--- src/rtl/dm_arbiter_if.sv ---
// Data-memory port bundle: two pipeline ports, the shared RAM port and the
// hazard-control outputs of the arbiter.
interface dm_arbiter_if #(
  parameter int AW = 9,
  parameter int DW = 16
);
  logic          p0_req;
  logic          p0_write;
  logic [AW-1:0] p0_addr;
  logic [DW-1:0] p0_wdata;
  logic [DW-1:0] p0_rdata;
  logic          p0_rvalid;

  logic          p1_req;
  logic          p1_write;
  logic [AW-1:0] p1_addr;
  logic [DW-1:0] p1_wdata;
  logic [DW-1:0] p1_rdata;
  logic          p1_rvalid;

  logic [AW-1:0] mem_addr;
  logic [DW-1:0] mem_wdata;
  logic          mem_write;
  logic [DW-1:0] mem_rdata;

  logic          stall;
  logic [15:0]   conflict_cnt;

  modport slave (
    input  p0_req, p0_write, p0_addr, p0_wdata,
    input  p1_req, p1_write, p1_addr, p1_wdata,
    input  mem_rdata,
    output p0_rdata, p0_rvalid, p1_rdata, p1_rvalid,
    output mem_addr, mem_wdata, mem_write,
    output stall, conflict_cnt
  );

  modport master (
    output p0_req, p0_write, p0_addr, p0_wdata,
    output p1_req, p1_write, p1_addr, p1_wdata,
    output mem_rdata,
    input  p0_rdata, p0_rvalid, p1_rdata, p1_rvalid,
    input  mem_addr, mem_wdata, mem_write,
    input  stall, conflict_cnt
  );
endinterface

--- src/rtl/dm_arbiter.sv ---
// Shares one single-port synchronous RAM between the p0/p1 data-memory ports,
// serialising same-cycle conflicts in program order (p0 older than p1).
//
// state  | meaning
// IDLE   | RAM driven directly from the port inputs
// SECOND | RAM driven from the buffered p1 access; port inputs ignored
module dm_arbiter #(
  parameter int AW = 9,
  parameter int DW = 16
) (
  input logic         clk,
  input logic         rst,
  dm_arbiter_if.slave bus
);
  typedef enum logic {IDLE, SECOND} state_t;

  state_t        state, state_nx;
  logic          buf_write;
  logic [AW-1:0] buf_addr;
  logic [DW-1:0] buf_wdata;

  logic          same_addr;
  logic [AW-1:0] addr_c;
  logic [DW-1:0] wdata_c;
  logic          wr_c;
  logic          stall_c;
  logic          latch_buf;
  logic          issue_rd0;
  logic          issue_rd1;
  logic          fwd;

  logic          pend0, pend1, fwd1;
  logic [DW-1:0] hold0, hold1;
  logic [15:0]   cnt;

  assign same_addr = (bus.p0_addr == bus.p1_addr);

  always_ff @(posedge clk or posedge rst) begin
    if (rst) state <= IDLE;
    else     state <= state_nx;
  end

  always_comb begin
    state_nx  = state;
    addr_c    = bus.p0_addr;
    wdata_c   = bus.p0_wdata;
    wr_c      = 1'b0;
    stall_c   = 1'b0;
    latch_buf = 1'b0;
    issue_rd0 = 1'b0;
    issue_rd1 = 1'b0;
    fwd       = 1'b0;
    unique case (state)
      IDLE: begin
        if (bus.p0_req && bus.p1_req) begin
          if (same_addr && !bus.p0_write && !bus.p1_write) begin
            issue_rd0 = 1'b1;
            issue_rd1 = 1'b1;
          end else if (same_addr && bus.p0_write && bus.p1_write) begin
            // p0's store is dead: p1 overwrites the same word
            addr_c  = bus.p1_addr;
            wdata_c = bus.p1_wdata;
            wr_c    = 1'b1;
          end else if (same_addr && bus.p0_write) begin
            wr_c = 1'b1;
            fwd  = 1'b1;
          end else begin
            wr_c      = bus.p0_write;
            issue_rd0 = !bus.p0_write;
            latch_buf = 1'b1;
            stall_c   = 1'b1;
            state_nx  = SECOND;
          end
        end else if (bus.p0_req) begin
          wr_c      = bus.p0_write;
          issue_rd0 = !bus.p0_write;
        end else if (bus.p1_req) begin
          addr_c    = bus.p1_addr;
          wdata_c   = bus.p1_wdata;
          wr_c      = bus.p1_write;
          issue_rd1 = !bus.p1_write;
        end
      end
      SECOND: begin
        addr_c    = buf_addr;
        wdata_c   = buf_wdata;
        wr_c      = buf_write;
        issue_rd1 = !buf_write;
        state_nx  = IDLE;
      end
    endcase
  end

  always_ff @(posedge clk or posedge rst) begin
    if (rst) begin
      buf_write <= 1'b0;
      buf_addr  <= '0;
      buf_wdata <= '0;
      pend0     <= 1'b0;
      pend1     <= 1'b0;
      fwd1      <= 1'b0;
      hold0     <= '0;
      hold1     <= '0;
      cnt       <= '0;
    end else begin
      if (latch_buf) begin
        buf_write <= bus.p1_write;
        buf_addr  <= bus.p1_addr;
        buf_wdata <= bus.p1_wdata;
      end
      pend0 <= issue_rd0;
      pend1 <= issue_rd1;
      fwd1  <= fwd;
      if (pend0) hold0 <= bus.mem_rdata;
      // a forward is newer than any read returning on the same edge
      if (fwd)        hold1 <= bus.p0_wdata;
      else if (pend1) hold1 <= bus.mem_rdata;
      if (stall_c && cnt != 16'hFFFF) cnt <= cnt + 16'd1;
    end
  end

  assign bus.mem_addr     = addr_c;
  assign bus.mem_wdata    = wdata_c;
  assign bus.mem_write    = wr_c & ~rst;
  assign bus.stall        = stall_c & ~rst;
  assign bus.conflict_cnt = cnt;

  assign bus.p0_rdata  = pend0 ? bus.mem_rdata : hold0;
  assign bus.p0_rvalid = pend0;
  assign bus.p1_rdata  = pend1 ? bus.mem_rdata : hold1;
  assign bus.p1_rvalid = pend1 | fwd1;
endmodule
--- src/flat_wrapper.sv ---
// flat-port wrapper written by rule: the top's interface ports become plain ports
module dm_arbiter_flat 
#(
  parameter int AW = 9,
  parameter int DW = 16
)
  (clk, rst, bus_p0_req, bus_p0_write, bus_p0_addr, bus_p0_wdata, bus_p1_req, bus_p1_write, bus_p1_addr, bus_p1_wdata, bus_mem_rdata, bus_p0_rdata, bus_p0_rvalid, bus_p1_rdata, bus_p1_rvalid, bus_mem_addr, bus_mem_wdata, bus_mem_write, bus_stall, bus_conflict_cnt);
  dm_arbiter_if #(.AW(AW), .DW(DW)) bus_i ();
  input logic clk;
  input logic rst;
  input wire logic [$bits(bus_i.p0_req)-1:0] bus_p0_req;
  input wire logic [$bits(bus_i.p0_write)-1:0] bus_p0_write;
  input wire logic [$bits(bus_i.p0_addr)-1:0] bus_p0_addr;
  input wire logic [$bits(bus_i.p0_wdata)-1:0] bus_p0_wdata;
  input wire logic [$bits(bus_i.p1_req)-1:0] bus_p1_req;
  input wire logic [$bits(bus_i.p1_write)-1:0] bus_p1_write;
  input wire logic [$bits(bus_i.p1_addr)-1:0] bus_p1_addr;
  input wire logic [$bits(bus_i.p1_wdata)-1:0] bus_p1_wdata;
  input wire logic [$bits(bus_i.mem_rdata)-1:0] bus_mem_rdata;
  output wire logic [$bits(bus_i.p0_rdata)-1:0] bus_p0_rdata;
  output wire logic [$bits(bus_i.p0_rvalid)-1:0] bus_p0_rvalid;
  output wire logic [$bits(bus_i.p1_rdata)-1:0] bus_p1_rdata;
  output wire logic [$bits(bus_i.p1_rvalid)-1:0] bus_p1_rvalid;
  output wire logic [$bits(bus_i.mem_addr)-1:0] bus_mem_addr;
  output wire logic [$bits(bus_i.mem_wdata)-1:0] bus_mem_wdata;
  output wire logic [$bits(bus_i.mem_write)-1:0] bus_mem_write;
  output wire logic [$bits(bus_i.stall)-1:0] bus_stall;
  output wire logic [$bits(bus_i.conflict_cnt)-1:0] bus_conflict_cnt;
  assign bus_i.p0_req = bus_p0_req;
  assign bus_i.p0_write = bus_p0_write;
  assign bus_i.p0_addr = bus_p0_addr;
  assign bus_i.p0_wdata = bus_p0_wdata;
  assign bus_i.p1_req = bus_p1_req;
  assign bus_i.p1_write = bus_p1_write;
  assign bus_i.p1_addr = bus_p1_addr;
  assign bus_i.p1_wdata = bus_p1_wdata;
  assign bus_i.mem_rdata = bus_mem_rdata;
  assign bus_p0_rdata = bus_i.p0_rdata;
  assign bus_p0_rvalid = bus_i.p0_rvalid;
  assign bus_p1_rdata = bus_i.p1_rdata;
  assign bus_p1_rvalid = bus_i.p1_rvalid;
  assign bus_mem_addr = bus_i.mem_addr;
  assign bus_mem_wdata = bus_i.mem_wdata;
  assign bus_mem_write = bus_i.mem_write;
  assign bus_stall = bus_i.stall;
  assign bus_conflict_cnt = bus_i.conflict_cnt;
  dm_arbiter #(.AW(AW), .DW(DW)) u_core (.clk(clk), .rst(rst), .bus(bus_i));
endmodule
--- config.mk ---
export PLATFORM = sky130hd
export DESIGN_NAME = dm_arbiter_flat
export DESIGN_NICKNAME = d
export VERILOG_FILES = /design/src/rtl/dm_arbiter_if.sv /design/src/rtl/dm_arbiter.sv /design/src/flat_wrapper.sv
export SDC_FILE = /design/constraint.sdc
export NUM_CORES = 1
export LEC_CHECK = 0
export BUFFER_PORTS_ARGS = -buffer_cell sky130_fd_sc_hd__buf_4
export CORE_UTILIZATION = 35
export DETAILED_ROUTE_END_ITERATION = 8
export MAX_ROUTING_LAYER = met4
export PLACE_DENSITY = 0.65
export SLEW_MARGIN = 15
export SYNTH_ARGS = -nofsm -noshare
export SYNTH_HDL_FRONTEND = slang
export SYNTH_SLANG_ARGS = --single-unit
--- constraint.sdc ---
create_clock -name clk -period 2.6 [get_ports clk]
set_clock_uncertainty 0.05 [all_clocks]
set_input_delay 0.39 -clock clk [delete_from_list [all_inputs] [get_ports clk]]
set_output_delay 0.39 -clock clk [all_outputs]
set_load 0.02 [all_outputs]
==> results of run 1 <==
area by class of cell:
type | count | area, sq um | share of cell area [%]
clock inverter | 2 | 10.0 | 0.173
tap | 143 | 179 | 3.10
sequential | 78 | 1950 | 33.8
clock buffer | 12 | 246 | 4.27
multi-input combinational | 244 | 2080 | 36.1
timing repair buffer | 165 | 1280 | 22.2
inverter | 5 | 20.0 | 0.347
worst paths after layout:
kind / to / cells after the start / slack, ns / start
setup / recovery: bus_mem_wdata[1] / 9 / 0.12 / bus_p1_addr[7]
hold / removal: u_core.bus.p0_rvalid / 2 / 0.23 / bus_p0_write
setup reg to reg: u_core.bus.conflict_cnt[13] / 6 / 0.36 / u_core.bus.conflict_cnt[2]
hold reg to reg: u_core.bus.conflict_cnt[4] / 1 / 0.45 / u_core.bus.conflict_cnt[4]
max in group asynchronous: u_core.fwd1 / 4 / 1.37 / rst
min in group asynchronous: u_core.buf_addr[0] / 3 / 0.49 / rst
timing repair:
item | CTS | global route
endpoints found under the setup margin | 0 | 7
hold endpoints to repair | 10 | 0
gates resized for setup | 0 | 4
hold buffers | 1 | 0
buffers inserted | 0 | 2
Yosys cell counts:
cell / count
a21o_1: 1
a21oi_1: 1
a21oi_2: 1
a221oi_1: 16
a32o_1: 1
and2_1: 2
and3_1: 5
and3b_1: 1
and4_1: 1
buf_1: 1
buf_2: 3
buf_4: 1
buf_6: 3
clkbuf_1: 13
clkinv_1: 2
dfrtp_1: 78
ha_1: 1
inv_1: 3
mux2_2: 74
mux2i_1: 25
nand2_1: 16
nand3_1: 10
nand4_1: 7
nand4_2: 2
nor2_1: 7
nor3_1: 3
nor3b_1: 1
nor4_4: 1
o21a_1: 15
o21ai_0: 10
o21ai_1: 15
o22a_1: 1
o31ai_1: 1
o41ai_1: 1
or2_2: 1
xnor2_1: 22
xor2_1: 2
worst max-delay path, stage by stage:
cell,delay [ns]
buf_4,0.13
xnor2_2,0.18
nand2_2,0.11
nor4_4,0.43
clkbuf_16,0.25
mux2i_1,0.20
o21ai_1,0.09
o21a_1,0.12
buf_4,0.15
report_power, final:
group	leakage [nW]	total, W	switching (W)	internal, W
Sequential	0.947	0.00159	0.000134	0.00146
Clock	0.128	0.00114	0.000478	0.000659
Combinational	1.51	0.00139	0.000701	0.000693
cells by family (layout without fill, tap and decap cells):
family	after synthesis	count (layout)
DFF	78	78
muxes	99	99
adders and majority gates	1	1
buffers and inverters	26	184
xor gates and xnor gates	24	24
AOI/OAI and AO/OA	63	63
and+or+nand+nor	57	57
routing by layer:
layer / wire, um / global-route usage [%] / up-vias
met5: 0 / - / -
met3: 617 / 4.43 / 19
met2: 5180 / 29.0 / 122
li1: - / - / 1597
met4: 255 / 7.82 / 0
met1: 5050 / 24.3 / 1691
metrics by stage:
step	utilization, %	cells	total power (W)	cell area [sq um]	hold WS, ns
floorplan	-	348	0.00242	4140	0.389
global placement	47.5	631	0.00298	5440	0.289
detailed placement	47.5	631	0.00301	5440	0.287
CTS	49.8	646	0.00416	5710	0.220
global route	50.3	649	0.00433	5770	0.238
finish	50.3	649	0.00412	5770	0.229
sequential cells by signal (all words and copies together) (netlist names):
signal,cells
u_core.hold0,16
u_core.buf_write,1
u_core.state,1
u_core.fwd1,1
u_core.buf_addr,9
u_core.hold1,16
u_core.bus.p0_rvalid,1
u_core.bus.conflict_cnt,16
u_core.buf_wdata,16
u_core.pend1,1
layout by cell type (no fill, tap or decap), types with 2 or more instances in the layout:
master / instances
buf_4: 161
dfrtp_1: 78
mux2_2: 74
mux2i_1: 25
xnor2_1: 20
a221oi_1: 16
nand2_1: 15
o21ai_1: 15
o21a_1: 15
o21ai_0: 10
clkbuf_16: 10
nand3_1: 9
nand4_1: 7
nor2_1: 6
and3_1: 5
nor3_1: 3
clkinv_2: 3
xnor2_2: 2
nand4_2: 2
and2_1: 2
inv_1: 2
clkinv_1: 2
xor2_1: 2
clkbuf_1: 2
buf_12: 2
==> results.toml, run 1 <==
[run_status]
status = "complete, no violations"

[clocking]
cts.clk_slew.worst_paths_ns = 0.06
cts.sink_count = 78
clockRootBuffer = "clkbuf_16"
htree_levels = 3
clkLatencyLatePin_ns = 0.34
cts_buffers = 9
cts_tree = "built"
clock_path_buffers = 2

[detailed_routing]
avgViaCountPerCell = 5.28
vias = 3429
first_iter_violations = 108
ant_nets = 0
drc = 0
wl_per_cell_um = 17.1
drt_pass1_iterations = 4
wirelength_um = 11100

[sta]
relSlewSlack_pct = 48.8
setup-tns-final_ns = 0
setup_ws_ns = 0.116
min_period_over_period_pct = 95.5
setup_viol = 0
hold_viol = 0
period_needed_ns = 2.48
finalMaxSlewViolations = 0
grt_setup_unrepaired = "no"
worst_pin_slew_ns = 0.768
fmax_ghz = 0.403

[yosys]
synth_xor_xnor_area_share_pct = 5.08
synth_top_cell_by_area = "dfrtp_1"
synth-adder-area-share_pct = 0.302
avgSynthCellArea_sq_um = 11.9
synthDistinctLibCells = 37
yosys-top-cells-area = "dfrtp_1 (47%), mux2_2 (20%), mux2i_1 (6.0%)"
synthMuxAreaShare_pct = 26.2
synthSimpleGateAreaFrac_pct = 7.65
synth_compound_area_share_pct = 10.5
yosys_register_bits = 78
synth.top_cell.area_share_pct = 47.2
yosysSeqAreaShare_pct = 47.2
yosys_warnings = 0
synth_top_family_by_area = "multiplexers"
synth_fp_nets = 421
synth_cells = 348
syn_area_sq_um = 4140

[global_routing]
grt_max_degree = 69
grt_pass1_vias = 3407
grt.total_usage_pct = 19.0
grt_pass1_wl_um = 17700
antenna_found_initial = 0
overflow = 0

[floorplanning]
die_area_sq_um = 12300
start_util_pct = 36.1
core_area_sq_um = 11500
die_h_um = 111
io_pins = 149
fp.dieW_um = 111
rows = 39

[setup_path]
crit_type = "input pin to output pin"
crit_arrival_ns = 2.04
crit_required_ns = 2.16
cp-end-kind = "output pin"
crit_fanout = 8
cp-start-kind = "input pin"

[power_and_ir_drop]
ir_drop_uv = 432
leakagePower_nw = 2.58
power_density_nw_per_um2 = 714

[placement]
port_buffers = 148
place_hpwl_um = 7940
gp_congestion = 0.845
place_worst_setup_slack_ns = 0.0645

[final_layout]
drive_gt1_share_pct = 51.6
final_nets = 576
antennaDiodeCount = 0
fillers = 1033
area_growth_pct = 39.6

[flow_run]
maxCapViolations = 0

[worst_hold_path]
hold_class = "input pin to flop"
Power figures use the tool's default switching activity.
==> run 2: changes to the inputs <==
Settings changed: CORE_UTILIZATION 35 to 41, PLACE_DENSITY 0.65 to 0.76.
Clock period 2.6 ns to 2.25 ns, I/O delays scaled along.
==> results.toml, run 2 (synthesis results as in run 1) <==
[final_layout]
final_common_cell = "buf_4"
final_area_sq_um = 6080
layout_common_cells = "buf_4 (145), dfrtp_1 (78), mux2_2 (74)"
final_nets = 586
area_growth_pct = 46.9
fillers = 791
drive_gt1_share_pct = 54.7
antennaDiodeCount = 0

[sta]
setup_ws_ns = -0.0169
timing.hold.ws_ns = 0.192
hold_viol = 0
period_needed_ns = 2.27
fmax_ghz = 0.441
worst_pin_slew_ns = 0.697
grt_setup_unrepaired = "yes"
finalMaxSlewViolations = 0
setup_viol = 1
relSlewSlack_pct = 53.5
min_period_over_period_pct = 101

[detailed_routing]
drt_pass1_iterations = 5
ant_nets = 0
first_iter_violations = 131
wl_per_cell_um = 16.8
drc = 0
wirelength_um = 10900
vias = 3429
avgViaCountPerCell = 5.28

[setup_path]
crit_fanout = 8
slowest_delay_ns = 0.24
critPathBufInv = 4
cp-end-kind = "output pin"
crit_top_cell = "buf_6"
crit_arrival_ns = 1.88
crit_family = "buffers and inverters"
crit_required_ns = 1.86
cp-start-kind = "input pin"
crit_chain = "buf_8, xnor2_4, nand4_4, nor4_4, buf_6, buf_12, mux2i_1, o21ai_1, o21a_1, buf_6"
crit_slowest_cell = "nor4_4"
crit_type = "input pin to output pin"

[placement]
dpl_cell_area_sq_um = 5510
gp_congestion = 0.842
port_buffers = 148
place_hpwl_um = 7850

[global_routing]
grt_pass1_vias = 3466
grt_max_degree = 41
antenna_found_initial = 0
overflow = 0
grt_pass1_wl_um = 17000
grt.total_usage_pct = 21.9

[power_and_ir_drop]
p_int_w = 0.00332
clkPwrFrac_pct = 26.7
combinationalPowerShare_pct = 35.5
seq_power_share_pct = 37.8
ir_drop_uv = 448
switching_power_w = 0.00152
power_density_nw_per_um2 = 797
leakagePower_nw = 2.70
swShare_pct = 31.5

[floorplanning]
core_area_sq_um = 9770
rows = 36
fp.dieW_um = 102
start_util_pct = 42.3
die_h_um = 102
io_pins = 149
die_area_sq_um = 10500

[clocking]
cts.clk_slew.worst_paths_ns = 0.09
clock_path_buffers = 2
cts.sink_count = 78
cts_tree = "built"
clkLatencyLatePin_ns = 0.34
clockRootBuffer = "clkbuf_8"
cts_buffers = 9
htree_levels = 3

[run_status]
status = "finished with violations"
violations = "setup timing"

[flow_run]
maxCapViolations = 0

[worst_hold_path]
hold_class = "input pin to flop"
run 2: cell types whose count changed in the layout (fill, tap and decap cells not counted), sizes merged:
cell | previous run | this run
inv | 2 | 3
clkinv | 5 | 2
clkinvlp | 0 | 2
clkbuf | 13 | 10
buf | 163 | 174
bufinv | 0 | 3
run 2: metrics by stage:
step	std cells	setup WS (ns)	utilization [%]	TNS, ns	total power, W
2_1_floorplan	348	0.0210	-	0	0.00280
3_3_place_gp	629	-0.0231	56.3	-0.169	0.00345
3_5_place_dp	629	-0.0562	56.3	-0.534	0.00350
4_1_cts	648	-0.0363	60.3	-0.0363	0.00483
5_1_grt	650	-0.0842	62.2	-0.868	0.00510
6_report	650	-0.0169	62.2	-0.0169	0.00484
run 2: power by group through the flow:
stage                     clock network, W  registers, W  logic, W
after floorplan                          0       0.00187  0.000929
after CTS                          0.00132       0.00183   0.00167
final                              0.00129       0.00183   0.00172
after detailed placement                 0       0.00186   0.00164
after global routing               0.00139       0.00186   0.00185
after global placement                   0       0.00184   0.00161
run 2: metal layers:
layer,vias up,GRT usage (%),wire length (um)
li1,1620,-,-
met1,1653,28.1,4730
met2,138,34.8,5390
met3,18,4.51,611
met4,0,6.59,185
met5,-,-,0
run 2: final timing paths:
check                                               to  slack [ns]                        from  cells after the start
setup / recovery                      bus_mem_wdata[9]       -0.02              bus_p0_addr[1]                     10
hold / removal                     u_core.buf_wdata[7]        0.19             bus_p1_wdata[7]                      2
setup reg to reg            u_core.bus.conflict_cnt[1]        0.28  u_core.bus.conflict_cnt[2]                      5
hold reg to reg                        u_core.hold0[6]        0.45             u_core.hold0[6]                      1
max in group asynchronous         u_core.buf_wdata[11]        0.99                         rst                      4
min in group asynchronous  u_core.bus.conflict_cnt[15]        0.55                         rst                      3
run 2: final cells by class:
| class | count | area (sq um) | area share, % |
|---|---|---|---|
| timing repair buffer | 175 | 1480 | 24.3 |
| inverter | 5 | 22.5 | 0.371 |
| multi-input combinational | 244 | 2210 | 36.4 |
| tap | 133 | 166 | 2.74 |
| clock buffer | 10 | 138 | 2.27 |
| sequential | 78 | 1950 | 32.1 |
| clock inverter | 5 | 106 | 1.75 |
run 2: worst register-to-register path, stage by stage, from the launching register on:
cell,delay [ns]
dfrtp_1,0.43
and3_1,0.24
and4_1,0.23
and3b_1,0.20
a21oi_4,0.34
mux2_2,0.38
run 2: repair_timing:
item / in CTS / in global routing
hold endpoints to repair: 19 / 0
resized for setup: 19 / 31
gates cloned: 1 / 0
hold buffers: 1 / 0
endpoints found under the setup margin: 16 / 25
buffers inserted: 2 / 2
pin swaps: 9 / 11
==> run 3: changes to the inputs <==
Settings changed: TNS_END_PERCENT set to 30.
==> results.toml, run 3 (synthesis results as in run 1) <==
[floorplanning]
io_pins = 149
fp.dieW_um = 102
start_util_pct = 42.3
rows = 36
core_area_sq_um = 9770
die_area_sq_um = 10500
die_h_um = 102

[worst_hold_path]
hold_start = "bus_p0_write"
whs_endpoint = "u_core.bus.p0_rvalid"
min_path_cells = 2
hold_class = "input pin to flop"

[sta]
worst_pin_slew_ns = 0.729
setup_viol = 6
fmax_ghz = 0.439
setup_ws_ns = -0.0272
min_period_over_period_pct = 101
grt_setup_unrepaired = "yes"
hold_viol = 0
period_needed_ns = 2.28
finalMaxSlewViolations = 0
relSlewSlack_pct = 51.4

[detailed_routing]
route.met2.wl_um = 5570
drc = 0
wl_met1_um = 4770
vias = 3452
wirelength_um = 11000
drt_pass1_iterations = 4
avgViaCountPerCell = 5.28
route.met3.wl_um = 496
ant_nets = 0
first_iter_violations = 105
wl_per_cell_um = 16.9
top_layer = "met4"

[setup_path]
crit_slowest_cell = "nor4_4"
cp-start-kind = "input pin"
r2r_slack_ns = 0.27
startpoint = "bus_p0_addr[4]"
crit_arrival_ns = 1.89
critPathBufInv = 4
cp-end-kind = "output pin"
crit_required_ns = 1.86
ff2ff_path_depth = 5
crit_fanout = 8
crit_family = "buffers and inverters"
crit_chain = "buf_8, xnor2_4, nand4_4, nor4_4, buf_4, buf_12, mux2i_2, o21ai_1, o21a_1, buf_6"
crit_type = "input pin to output pin"
r2r-start = "u_core.bus.conflict_cnt[2]"
slowest_delay_ns = 0.21
r2r-end = "u_core.bus.conflict_cnt[1]"

[final_layout]
fin_cells = 654
drive_gt1_share_pct = 55.5
multi_input_area_sq_um = 2230
register_area_sq_um = 1950
final_area_sq_um = 6050
antennaDiodeCount = 0
fillers = 796
final_nets = 589
layout_common_cells = "buf_4 (154), dfrtp_1 (78), mux2_2 (74)"
final_common_cell = "buf_4"
area_growth_pct = 46.3

[power_and_ir_drop]
ir_drop_uv = 473
leakagePower_nw = 2.71
power_density_nw_per_um2 = 776

[global_routing]
grt_max_degree = 34
grt_pass1_vias = 3348
grt_pass1_wl_um = 16300
overflow = 0
grt.total_usage_pct = 21.2
antenna_found_initial = 0

[placement]
gp_congestion = 0.825
port_buffers = 148
dpl_cell_area_sq_um = 5540
placed_cells = 634
place_hpwl_um = 7920

[run_status]
status = "finished with violations"
violations = "setup timing"

[clocking]
cts.clk_slew.worst_paths_ns = 0.08
clock_path_buffers = 2
clockRootBuffer = "clkbuf_8"
cts_buffers = 9
cts_tree = "built"
cts.sink_count = 78
clkLatencyLatePin_ns = 0.34
htree_levels = 3

[flow_run]
maxCapViolations = 0
-- run 3: final cells by class --
| type | instances | share of cell area, % |
|---|---|---|
| clock inverters | 6 | 1.43 |
| flip-flops and latches | 78 | 32.3 |
| clock buffers | 10 | 2.11 |
| well taps | 133 | 2.75 |
| multi-input cells | 244 | 36.8 |
| inverters | 5 | 0.393 |
| repair buffers | 178 | 24.3 |
-- run 3: per-layer routing --
metal | track usage, % | vias up
li1 | - | 1621
met1 | 25.7 | 1696
met2 | 35.2 | 119
met3 | 3.42 | 16
met4 | 8.24 | 0
met5 | - | -
-- run 3: power by group --
group	internal [W]	total [W]	switching (W)
Clock	0.000623	0.00115	0.000524
Sequential	0.00168	0.00183	0.000152
Combinational	0.000869	0.00172	0.000847
-- run 3: worst register-to-register path, cell delays in order (launching register included) --
cell,delay (ns)
dfrtp_1,0.43
and3_1,0.23
and4_1,0.23
and3b_1,0.19
a21oi_4,0.35
mux2_2,0.39
-- run 3: how the worst max path moves through the flow --
stage,depth (start not counted),to,slack [ns]
floorplan,7,bus_mem_wdata[14],-0.08
global placement,9,bus_mem_wdata[14],-0.07
detailed placement,9,bus_mem_wdata[14],-0.17
CTS,9,bus_mem_wdata[14],-0.03
global route,10,bus_mem_wdata[10],-0.11
finish,10,bus_mem_wdata[12],-0.03
-- run 3: timing repair --
item | 4_1_cts | 5_1_grt
cloned | 0 | 1
endpoints found under the setup margin | 17 | 23
pin swaps | 1 | 11
hold endpoints to repair | 8 | 0
buffers inserted | 0 | 2
gates resized for setup | 16 | 27
hold buffers | 1 | 0
-- run 3: stage by stage --
stage	power [W]	util (%)	hold WS, ns	worst slack [ns]	setup TNS [ns]
after floorplan	0.00280	-	0.370	-0.0767	-0.320
after global placement	0.00345	56.7	0.278	-0.0672	-0.581
after CTS	0.00469	59.9	0.148	-0.0340	-0.0344
after global routing	0.00494	61.9	0.170	-0.106	-1.22
after detailed placement	0.00351	56.7	0.277	-0.168	-2.66
final	0.00469	61.9	0.177	-0.0272	-0.0500
